==> src/rtl/io_handshake_responder_pkg.sv <==
// rtl/io_handshake_responder_pkg.sv - shared FSM encodings and default fill byte
package io_handshake_responder_pkg;

  localparam logic [0:0] ST_IDLE = 1'b0;
  localparam logic [0:0] ST_ACK  = 1'b1;

  localparam logic [7:0] DEFAULT_FILL = 8'h00;

endpackage

==> src/rtl/io_handshake_responder_fifo.sv <==
// rtl/io_handshake_responder_fifo.sv - circular-buffer FIFO with first-word-fall-through head
module sync_fifo #(
  parameter int width = 8,
  parameter int depth = 4,
  localparam int AW = $clog2(depth)
) (
  input  logic             clk,
  input  logic             clr_n,
  input  logic             push,
  input  logic [width-1:0] push_data,
  input  logic             pop,
  output logic [width-1:0] pop_data,
  output logic             full,
  output logic             empty,
  output logic [AW:0]      count
);

  localparam logic [AW:0]   DEPTH_C = (AW+1)'(depth);
  localparam logic [AW:0]   CNT_ONE = (AW+1)'(1);
  localparam logic [AW-1:0] PTR_ONE = AW'(1);

  logic [width-1:0] mem_q [depth];
  logic [AW-1:0]    wr_ptr_q, rd_ptr_q;
  logic [AW:0]      count_q;
  logic             push_ok, pop_ok;

  assign full     = (count_q == DEPTH_C);
  assign empty    = (count_q == '0);
  assign count    = count_q;
  assign pop_data = mem_q[rd_ptr_q];
  assign push_ok  = push && !full;
  assign pop_ok   = pop && !empty;

  // Storage is deliberately left out of reset; only pointers and occupancy clear.
  always_ff @(posedge clk) begin
    if (push_ok) mem_q[wr_ptr_q] <= push_data;
  end

  always_ff @(posedge clk or negedge clr_n) begin
    if (!clr_n) begin
      wr_ptr_q <= '0;
      rd_ptr_q <= '0;
      count_q  <= '0;
    end else begin
      if (push_ok) wr_ptr_q <= wr_ptr_q + PTR_ONE;
      if (pop_ok)  rd_ptr_q <= rd_ptr_q + PTR_ONE;
      if (push_ok && !pop_ok)      count_q <= count_q + CNT_ONE;
      else if (pop_ok && !push_ok) count_q <= count_q - CNT_ONE;
    end
  end

endmodule

==> src/rtl/io_handshake_responder.sv <==
// rtl/io_handshake_responder.sv - 4-phase handshake responder exchanging one byte per transaction
module io_handshake_responder
  import io_handshake_responder_pkg::*;
#(
  parameter int         DEPTH = 4,
  parameter int         AW    = 2,
  parameter logic [7:0] FILL  = DEFAULT_FILL
) (
  input  logic          g_clk,
  input  logic          g_clr,
  input  logic          proc_hs_out,
  input  logic [7:0]    proc_bus_out,
  output logic          proc_hs_in,
  output logic [7:0]    proc_bus_in,
  input  logic          tx_wr_en,
  input  logic [7:0]    tx_wr_data,
  output logic          tx_full,
  output logic [AW:0]   tx_count,
  input  logic          rx_rd_en,
  output logic [7:0]    rx_rd_data,
  output logic          rx_empty,
  output logic [AW:0]   rx_count,
  output logic          tx_underrun
);

  logic [0:0] state_q, state_d;
  logic       hs_in_q, hs_in_d;
  logic [7:0] bus_in_q, bus_in_d;
  logic       underrun_q, underrun_d;
  logic       tx_pop, tx_empty, rx_push, rx_full;
  logic [7:0] tx_head;

  sync_fifo #(.width(8), .depth(DEPTH)) TX_FIFO (
    .clk(g_clk), .clr_n(g_clr),
    .push(tx_wr_en), .push_data(tx_wr_data),
    .pop(tx_pop), .pop_data(tx_head),
    .full(tx_full), .empty(tx_empty), .count(tx_count)
  );

  sync_fifo #(.width(8), .depth(DEPTH)) RX_FIFO (
    .clk(g_clk), .clr_n(g_clr),
    .push(rx_push), .push_data(proc_bus_out),
    .pop(rx_rd_en), .pop_data(rx_rd_data),
    .full(rx_full), .empty(rx_empty), .count(rx_count)
  );

  always_comb begin
    state_d    = state_q;
    hs_in_d    = hs_in_q;
    bus_in_d   = bus_in_q;
    underrun_d = 1'b0;
    tx_pop     = 1'b0;
    rx_push    = 1'b0;
    case (state_q)
      ST_IDLE: begin
        // RX fullness is the registered value, so a same-edge host pop does not unblock a full RX.
        if (proc_hs_out && !rx_full) begin
          rx_push = 1'b1;
          if (!tx_empty) begin
            tx_pop   = 1'b1;
            bus_in_d = tx_head;
          end else begin
            bus_in_d   = FILL;
            underrun_d = 1'b1;
          end
          hs_in_d = 1'b1;
          state_d = ST_ACK;
        end
      end
      ST_ACK: begin
        if (!proc_hs_out) begin
          hs_in_d = 1'b0;
          state_d = ST_IDLE;
        end
      end
    endcase
  end

  always_ff @(posedge g_clk or negedge g_clr) begin
    if (!g_clr) begin
      state_q    <= ST_IDLE;
      hs_in_q    <= 1'b0;
      bus_in_q   <= 8'h00;
      underrun_q <= 1'b0;
    end else begin
      state_q    <= state_d;
      hs_in_q    <= hs_in_d;
      bus_in_q   <= bus_in_d;
      underrun_q <= underrun_d;
    end
  end

  assign proc_hs_in  = hs_in_q;
  assign proc_bus_in = bus_in_q;
  assign tx_underrun = underrun_q;

endmodule

==> config.mk <==
export PLATFORM = sky130hd
export DESIGN_NAME = io_handshake_responder
export DESIGN_NICKNAME = d
export VERILOG_FILES = /design/src/rtl/io_handshake_responder_pkg.sv /design/src/rtl/io_handshake_responder_fifo.sv /design/src/rtl/io_handshake_responder.sv
export SDC_FILE = /design/constraint.sdc
export NUM_CORES = 1
export LEC_CHECK = 0
export CAP_MARGIN = 5
export CORE_ASPECT_RATIO = 0.6
export CORE_MARGIN = 1.5
export CORE_UTILIZATION = 50
export DETAILED_ROUTE_END_ITERATION = 6
export GPL_TIMING_DRIVEN = 1
export PLACE_DENSITY = 0.73
export SLEW_MARGIN = 10
export SYNTH_ARGS = -nofsm -noshare
export SYNTH_HDL_FRONTEND = slang
export SYNTH_HIERARCHICAL = 1
export SYNTH_SLANG_ARGS = --single-unit
==> constraint.sdc <==
create_clock -name g_clk -period 5.3 [get_ports g_clk]
set_clock_uncertainty 0.1 [all_clocks]
set_input_delay 1.06 -clock g_clk [delete_from_list [all_inputs] [get_ports g_clk]]
set_output_delay 1.06 -clock g_clk [all_outputs]
set_load 0.005 [all_outputs]
==> results_dict.tcl, run 1 <==
set metrics [dict create \
    fin_crit_ps 3760 \
    grt_max_degree 26 \
    synthCells 203 \
    antenna_cells 0 \
    timing.final.crit_share 0.709 \
    io_buffer_count 46 \
    drv_slew 0 \
    die_area_um2 7760 \
    path_class "input port to register" \
    synth_nets 236 \
    avgSynthCellArea_um2 17.8 \
    row_count 23 \
    slew_headroom 0.487 \
    ir_drop_v 0.000214 \
    die_w_um 113 \
    startpoint_type "input port" \
    cts-resized-gates 0 \
    max_freq_mhz 266 \
    first_pass_iters 4 \
    dpl.hpwl_mm 4.06 \
    worstHoldEndpoint "proc_bus_in[1]" \
    placed_cell_area_um2 4130 \
    clk_path_buf_depth 2 \
    cts.htree.levels 3 \
    initial_core_util 0.530 \
    ys_seq_area_frac 0.705 \
    final_cells 345 \
    p_leak_uw 0.00165 \
    viasPerCell 5.31 \
    r2r_setup_slack_ps 2190 \
    clock-sinks 89 \
    drtIter0Drc 155 \
    setup_viol 0 \
    syn2layout_area_growth_pct 23.1 \
    drive_gt1_frac 0.159 \
    grt_pass1_wl_mm 9.45 \
    antenna_found_initial 0 \
    gr-total-overflow 0 \
    worstHoldStart "proc_bus_in[1]" \
    r2r_start "RX_FIFO/count[0]" \
    critPathMaxFanout 19 \
    max_cap_violations 0 \
    syn-cell-area_um2 3610 \
    hold_path_class "register to register" \
    drc 0 \
    die_h_um 68.8 \
    routedWlPerCell_um 17.1 \
    worst_pin_slew_ps 767 \
    io_pins 47 \
    vias 1832 \
    postCtsHoldBufs 0 \
    gp_congestion 0.732 \
    clockRootBuffer "clkbuf_16" \
    post-cts-setup-buffers 0 \
    fillers 486 \
    fin_ws_ps 1540 \
    yosysWarnings 6 \
    rsz0062_at_grt "false" \
    synth_cell_type_count 32 \
    drt_wl_total_mm 5.89 \
    clock_latency_ps 330 \
    fin_nets 286 \
    path_clk_slew_ps 60 \
    cp.required_ps 5460 \
    tns_ps 0 \
    hold_viol 0 \
    cts_tree "done" \
    dp_cells 329 \
    critical_path_arrival_ps 3910 \
    ys_ff_latch 89 \
    final_cell_area_um2 4450 \
    grt_usage 0.174 \
    critPathLaunch "proc_hs_out" \
    dp_slack_ps 1230 \
    reg2reg_depth 10 \
    pwr_density_cell_nw_per_um2 559 \
    worstReg2RegEnd "RX_FIFO/count[2]" \
    min_path_cells 2 \
    coreArea_um2 6820 \
    grt_pass1_vias 1851 \
    detail-route-antenna-nets 0 \
    cts_buffers 9 \
    critPathCaptureType "register" \
    status "finished, final reports clean" \
]
kinds of logic (layout without fill, tap and decap cells):
family,count (synthesis),in the layout,synth area share
mux,20,20,0.114
compound gates,11,11,0.0159
fa+ha+maj,12,12,0.0457
buf+inv,18,73,0.0260
xor+xnor,12,12,0.0291
flops,89,89,0.705
simple gates,41,41,0.0637
flip-flops by register name (all words and copies together), names as in the netlist, 3 cells and up:
register,flops
RX_FIFO/count,3
TX_FIFO/count,3
proc_bus_in,8
RX_FIFO/mem_q,32
TX_FIFO/mem_q,32
power by group:
| part | internal (µW) | total [µW] | leakage [µW] | switching, µW |
|---|---|---|---|---|
| Sequential | 927 | 1100 | 0.000884 | 170 |
| Clock | 412 | 655 | 0.000147 | 243 |
| Combinational | 454 | 734 | 0.000615 | 279 |
worst max-delay path by stage:
stage / end / cells past startpoint / slack (ps)
2_1_floorplan: RX_FIFO/count[2] / 12 / 2150
3_3_place_gp: RX_FIFO/count[2] / 10 / 1320
3_5_place_dp: RX_FIFO/count[2] / 10 / 1230
4_1_cts: RX_FIFO/count[2] / 10 / 1530
5_1_grt: RX_FIFO/count[2] / 10 / 1350
6_report: RX_FIFO/count[2] / 10 / 1540
synthesized netlist by cell type:
cell       n  share of area
edfxtp_1  64           0.53
dfrtp_1   25           0.17
nand2_1   19          0.020
mux4_2    16           0.10
ha_1      10          0.035
inv_1      9         0.0094
xnor2_1    8          0.019
o21ai_1    7         0.0097
nor2_1     5         0.0052
and2_2     4         0.0083
xor2_1     4         0.0097
and2_1     3         0.0052
buf_2      3         0.0042
buf_6      3         0.0094
fa_1       2          0.011
mux2_2     2         0.0062
mux2_4     2         0.0083
nor3b_4    2          0.010
o21ai_0    2         0.0028
a21oi_1    1         0.0014
buf_1      1         0.0010
clkbuf_1   1         0.0010
clkinv_1   1         0.0010
nand2b_1   1         0.0017
nand3_1    1         0.0014
nand3b_1   1         0.0021
nor2b_1    1         0.0017
nor2b_2    1         0.0024
nor3_1     1         0.0014
o21a_1     1         0.0021
or3_1      1         0.0017
or3b_1     1         0.0024
per-layer routing:
metal	part of all wire	wire length [µm]	track usage
met4	0.0059	35	0.0475
met1	0.49	2910	0.244
met3	0.053	312	0.0682
met2	0.45	2630	0.256
met5	0	0	0
cell type report:
cell class | instances | area [µm²] | area share
flip-flops and latches | 89 | 2550 | 0.573
multi-input cells | 96 | 971 | 0.218
repair buffers | 47 | 468 | 0.105
clock buffers | 11 | 233 | 0.0524
well taps | 87 | 109 | 0.0245
clock inverters | 5 | 80.1 | 0.0180
inverters | 10 | 37.5 | 0.00844
worst max-delay path: stages:
cell             delay, ps
clkdlybuf4s50_1        520
or3b_1                 630
inv_1                  160
nor2b_1                420
ha_1                   260
inv_1                   60
fa_1                   370
xor2_1                 150
nor2_1                 120
xor2_1                 150
placed cells by master, fill, tap and decap left out:
cell type	Yosys	final
edfxtp_1	64	64
clkdlybuf4s50_1	0	46
dfrtp_1	25	25
nand2_1	19	19
mux4_2	16	16
ha_1	10	10
inv_1	9	9
clkbuf_16	0	9
xnor2_1	8	8
o21ai_1	7	7
nor2_1	5	5
xor2_1	4	4
and2_2	4	4
and2_1	3	3
nor3b_4	2	2
mux2_2	2	2
mux2_4	2	2
fa_1	2	2
clkinv_1	1	2
o21ai_0	2	2
clkbuf_1	1	2
bufinv_16	0	2
nor2b_1	1	1
or3_1	1	1
nand3_1	1	1
nor2b_2	1	1
nor3_1	1	1
nand2b_1	1	1
nand3b_1	1	1
or3b_1	1	1
o21a_1	1	1
a21oi_1	1	1
clkinvlp_4	0	1
clkinv_4	0	1
buf_4	0	1
metrics by stage:
step | utilization | power [µW] | hold slack, ps
floorplan | - | 1530 | 352
global placement | 0.606 | 1830 | 367
detailed placement | 0.606 | 1850 | 376
CTS | 0.652 | 2510 | 390
global route | 0.652 | 2630 | 404
finish | 0.652 | 2490 | 389
Note: power is estimated with default switching activity, not from simulation.
==> inputs of run 2 (changes only) <==
--- a/config.mk
+++ b/config.mk
@@ -8,10 +8,10 @@
 export CAP_MARGIN = 5
 export CORE_ASPECT_RATIO = 0.6
 export CORE_MARGIN = 1.5
-export CORE_UTILIZATION = 50
+export CORE_UTILIZATION = 49
 export DETAILED_ROUTE_END_ITERATION = 6
 export GPL_TIMING_DRIVEN = 1
-export PLACE_DENSITY = 0.73
+export PLACE_DENSITY = 0.75
 export SLEW_MARGIN = 10
 export SYNTH_ARGS = -nofsm -noshare
 export SYNTH_HDL_FRONTEND = slang
==> constraint.sdc (replaced) <==
create_clock -name g_clk -period 3 [get_ports g_clk]
set_clock_uncertainty 0.1 [all_clocks]
set_input_delay 0.6 -clock g_clk [delete_from_list [all_inputs] [get_ports g_clk]]
set_output_delay 0.6 -clock g_clk [all_outputs]
set_load 0.005 [all_outputs]
==> run 2 against run 1 <==
Against the previous run: global-route usage is 0.55 points lower; design area is 1.5% higher; sequential cell count stayed put; via count is 1.3% lower; largest cell class unchanged.
==> results_dict.tcl, run 2 (synthesized netlist as in run 1, its figures left out) <==
set metrics [dict create \
    fin_nets 293 \
    fin_crit_ps 2760 \
    r2r_setup_slack_ps 440 \
    viasPerCell 5.08 \
    timing.final.crit_share 0.920 \
    critPathLaunch "proc_hs_out" \
    critPathMaxFanout 4 \
    postCtsHoldBufs 0 \
    routedWlPerCell_um 16.6 \
    io_buffer_count 46 \
    r2r_start "RX_FIFO/count[0]" \
    drtIter0Drc 113 \
    reg2reg_depth 10 \
    max_cap_violations 0 \
    clock_latency_ps 330 \
    drive_gt1_frac 0.189 \
    startpoint_type "input port" \
    initial_core_util 0.501 \
    hold_viol 0 \
    cts_buffers 9 \
    path_class "input port to register" \
    die_w_um 114 \
    most-common-layout-cells "edfxtp_1 (64), clkdlybuf4s50_1 (46), dfrtp_1 (25)" \
    worstReg2RegEnd "RX_FIFO/count[2]" \
    antenna_found_initial 0 \
    placed_cell_area_um2 4190 \
    clockRootBuffer "clkbuf_16" \
    worstHoldEndpoint "proc_bus_in[2]" \
    drv_slew 0 \
    slew_headroom 0.610 \
    cts_tree "done" \
    setup_viol 0 \
    worstHoldStart "proc_bus_in[2]" \
    post-cts-setup-buffers 0 \
    dpl.hpwl_mm 4.21 \
    dp_slack_ps -78.9 \
    coreArea_um2 7210 \
    final_cell_area_um2 4510 \
    p_int_uw 3200 \
    fin_ws_ps 239 \
    seq_power_share 0.431 \
    critPathCaptureType "register" \
    p_sw_uw 1250 \
    clk_path_buf_depth 2 \
    comb_power_share 0.307 \
    gp_congestion 0.756 \
    worst_pin_slew_ps 585 \
    detail-route-antenna-nets 0 \
    routed.top_layer "met4" \
    cts.htree.levels 3 \
    totalPowerFinal_uw 4450 \
    antenna_cells 0 \
    critical_path_arrival_ps 2920 \
    pwr_density_cell_nw_per_um2 986 \
    row_count 24 \
    rsz0062_at_grt "false" \
    grt_pass1_wl_mm 9.60 \
    clock-sinks 89 \
    cp.required_ps 3160 \
    mostFrequentLayoutCell "edfxtp_1" \
    syn2layout_area_growth_pct 24.9 \
    p_leak_uw 0.00168 \
    tns_ps 0 \
    die_area_um2 7910 \
    gr-total-overflow 0 \
    die_h_um 69.5 \
    grt_max_degree 26 \
    path_clk_slew_ps 60 \
    grt_pass1_vias 1814 \
    io_pins 47 \
    cts-resized-gates 0 \
    drc 0 \
    status "finished, final reports clean" \
    wl_met1_mm 2.93 \
    routed-wl-met3_um 299 \
    route.met2.wl_mm 2.60 \
    ir_drop_v 0.000442 \
    p_clk_frac 0.262 \
    min_path_cells 2 \
    vias 1808 \
    switching_share 0.280 \
    max_freq_mhz 362 \
    drt_wl_total_mm 5.93 \
    grt_usage 0.168 \
    hold_path_class "register to register" \
    first_pass_iters 4 \
]
## run 2: changes by cell type in the layout (fill, tap and decap cells not counted), sizes merged
cell      before  now
buf            1    8
clkbuf        11    9
clkinvlp       1    3
## run 2: layer usage
layer | track usage | up-vias
met5 | 0 | -
met4 | 0.0625 | 0
met3 | 0.0516 | 8
met2 | 0.234 | 41
met1 | 0.252 | 906
li1 | - | 853
## run 2: final cells by class
class / instances / area [µm²]
sequential: 89 / 2550
clock buffer: 9 / 225
inverter: 10 / 37.5
timing repair buffer: 54 / 520
clock inverter: 7 / 95.1
tap: 91 / 114
multi-input combinational: 96 / 971
fill: 534 / 2700
## run 2: worst max path at each step
stage                             endpoint  slack [ps]  cells after the start
after global routing      RX_FIFO/count[2]         130                     10
after global placement    RX_FIFO/count[2]         -10                     10
after detailed placement  RX_FIFO/count[2]         -80                     10
after CTS                 RX_FIFO/count[2]         260                     10
after floorplan           RX_FIFO/count[2]         310                     12
final                     RX_FIFO/count[2]         240                     10
## run 2: power by group through the flow
stage          combinational [µW]  sequential, µW  clock [µW]
6_report                     1370            1920        1160
4_1_cts                      1390            1930        1190
5_1_grt                      1490            1970        1230
3_5_place_dp                 1380            1950           0
2_1_floorplan                 898            1810           0
3_3_place_gp                 1340            1930           0
## run 2: stage by stage
stage,hold slack [ps],utilization,cells
2_1_floorplan,204,-,203
3_3_place_gp,367,0.581,340
3_5_place_dp,376,0.581,340
4_1_cts,389,0.626,356
5_1_grt,417,0.626,356
6_report,381,0.626,356
## run 2: worst max-delay path: stages
cell and delay [ps]:
clkdlybuf4s50_1 530, or3b_1 440, inv_1 100, nor2b_1 180, ha_1 200, inv_1 70, fa_1 390, xor2_1 150
nor2_1 110, xor2_1 140
==> inputs of run 3 (changes only) <==
--- a/config.mk
+++ b/config.mk
@@ -11,7 +11,7 @@
 export CORE_UTILIZATION = 49
 export DETAILED_ROUTE_END_ITERATION = 6
 export GPL_TIMING_DRIVEN = 1
-export PLACE_DENSITY = 0.75
+export PLACE_DENSITY = 0.77
 export SLEW_MARGIN = 10
 export SYNTH_ARGS = -nofsm -noshare
 export SYNTH_HDL_FRONTEND = slang
==> run 3 against run 2 <==
Against the previous run: register-to-register slack hardly changed; largest cell class unchanged; largest power group unchanged; sequential cell count stayed put; core utilization is 0.50 points lower; critical path type unchanged; sequential share of layout area is 0.46 points higher; worst setup slack better by 25 ps; global-route usage is 0.078 points higher.
==> results_dict.tcl, run 3 (synthesized netlist as in run 1, its figures left out) <==
set metrics [dict create \
    status "finished, final reports clean" \
    drtIter0Drc 61 \
    io_buffer_count 46 \
    io_pins 47 \
    hold_viol 0 \
    setup_viol 0 \
    p_leak_uw 0.00166 \
    drv_slew 0 \
    ir_drop_v 0.000620 \
    syn2layout_area_growth_pct 23.9 \
    totalPowerFinal_uw 4300 \
    cts-resized-gates 0 \
    whs_ps 388 \
    drt_wl_total_mm 5.96 \
    clock_latency_ps 330 \
    max_freq_mhz 366 \
    dpl.hpwl_mm 4.16 \
    cp.required_ps 3150 \
    viasPerCell 5.13 \
    antenna_found_initial 0 \
    startpoint_type "input port" \
    critPathMaxFanout 4 \
    grt_max_degree 26 \
    path_class "input port to register" \
    grt_usage 0.169 \
    timing.critical_path.slowest_stage_cell "clkdlybuf4s50_1" \
    max_cap_violations 0 \
    row_count 24 \
    routedWlPerCell_um 16.7 \
    path_clk_slew_ps 60 \
    drc 0 \
    clk_path_buf_depth 2 \
    first_pass_iters 4 \
    hold_path_class "register to register" \
    timing.final.crit_share 0.912 \
    coreArea_um2 7210 \
    cts.htree.levels 3 \
    crit_chain "clkdlybuf4s50_1, or3b_1, inv_1, nor2b_1, ha_1, inv_1, fa_1, xor2_1, nor2_1, xor2_1" \
    gp_congestion 0.736 \
    mostFrequentLayoutCell "edfxtp_1" \
    rsz0062_at_grt "false" \
    gr-total-overflow 0 \
    die_w_um 114 \
    detail-route-antenna-nets 0 \
    pwr_density_cell_nw_per_um2 960 \
    fin_nets 294 \
    initial_core_util 0.501 \
    cts_tree "done" \
    max_stage_delay_ps 520 \
    final_cell_area_um2 4470 \
    clock-sinks 89 \
    postCtsHoldBufs 0 \
    post-route-util 0.621 \
    vias 1832 \
    grt_pass1_vias 1814 \
    r2r_setup_slack_ps 440 \
    tns_ps 0 \
    die_area_um2 7910 \
    slew_headroom 0.615 \
    die_h_um 69.5 \
    grt_pass1_wl_mm 9.68 \
    worst_pin_slew_ps 578 \
    drive_gt1_frac 0.184 \
    fin_crit_ps 2740 \
    most-common-layout-cells "edfxtp_1 (64), clkdlybuf4s50_1 (46), dfrtp_1 (25)" \
    placed_cell_area_um2 4210 \
    cts_buffers 9 \
    critPathCaptureType "register" \
    critical_path_arrival_ps 2890 \
    antenna_cells 0 \
    clockRootBuffer "clkbuf_16" \
    post-cts-setup-buffers 0 \
]
run 3: cell types whose count changed in the layout (fill, tap and decap cells not counted), sizes merged:
| cell | before | now |
|---|---|---|
| buf | 8 | 9 |
| clkbuf | 9 | 10 |
| bufinv | 2 | 0 |
| clkinv | 3 | 4 |
run 3: stage by stage:
stage          cells  worst slack (ps)
2_1_floorplan    203               315
3_3_place_gp     341             -16.3
3_5_place_dp     341             -91.1
4_1_cts          357               259
5_1_grt          357              93.9
6_report         357               264
run 3: critical path, delay by kind of cell:
| kind | cells | cell delay (ps) |
|---|---|---|
| and+or+nand+nor | 3 | 730 |
| adders and majority gates | 2 | 570 |
| buffers and inverters | 3 | 680 |
| xor gates and xnor gates | 2 | 310 |
run 3: layout make-up:
cell class	instances	area [µm²]
clock buffer	10	229
clock inverter	6	35.0
tap	91	114
timing repair buffer	55	541
inverter	10	37.5
multi-input combinational	96	971
sequential	89	2550
fill	531	2730
run 3: final timing paths:
path	to	cells past startpoint	start
worst min register to register	proc_bus_in[0]	2	proc_bus_in[0]
worst min-delay path	proc_bus_in[0]	2	proc_bus_in[0]
worst max-delay path	RX_FIFO/count[2]	10	proc_hs_out
max in group asynchronous	RX_FIFO/rd_ptr_q[1]	2	g_clr
min in group asynchronous	TX_FIFO/wr_ptr_q[1]	2	g_clr
worst max register to register	RX_FIFO/count[2]	10	RX_FIFO/count[2]
run 3: power breakdown:
group          switching, µW  leakage, µW  internal (µW)
Sequential               264     0.000884           1640
Clock                    421     0.000120            553
Combinational            558     0.000658            861
run 3: layer usage:
metal	global-route usage	up-vias	share of wire
met5	0	-	0
met4	0.0750	0	0.016
met3	0.0524	7	0.069
met2	0.226	53	0.44
met1	0.255	912	0.48
li1	-	860	-
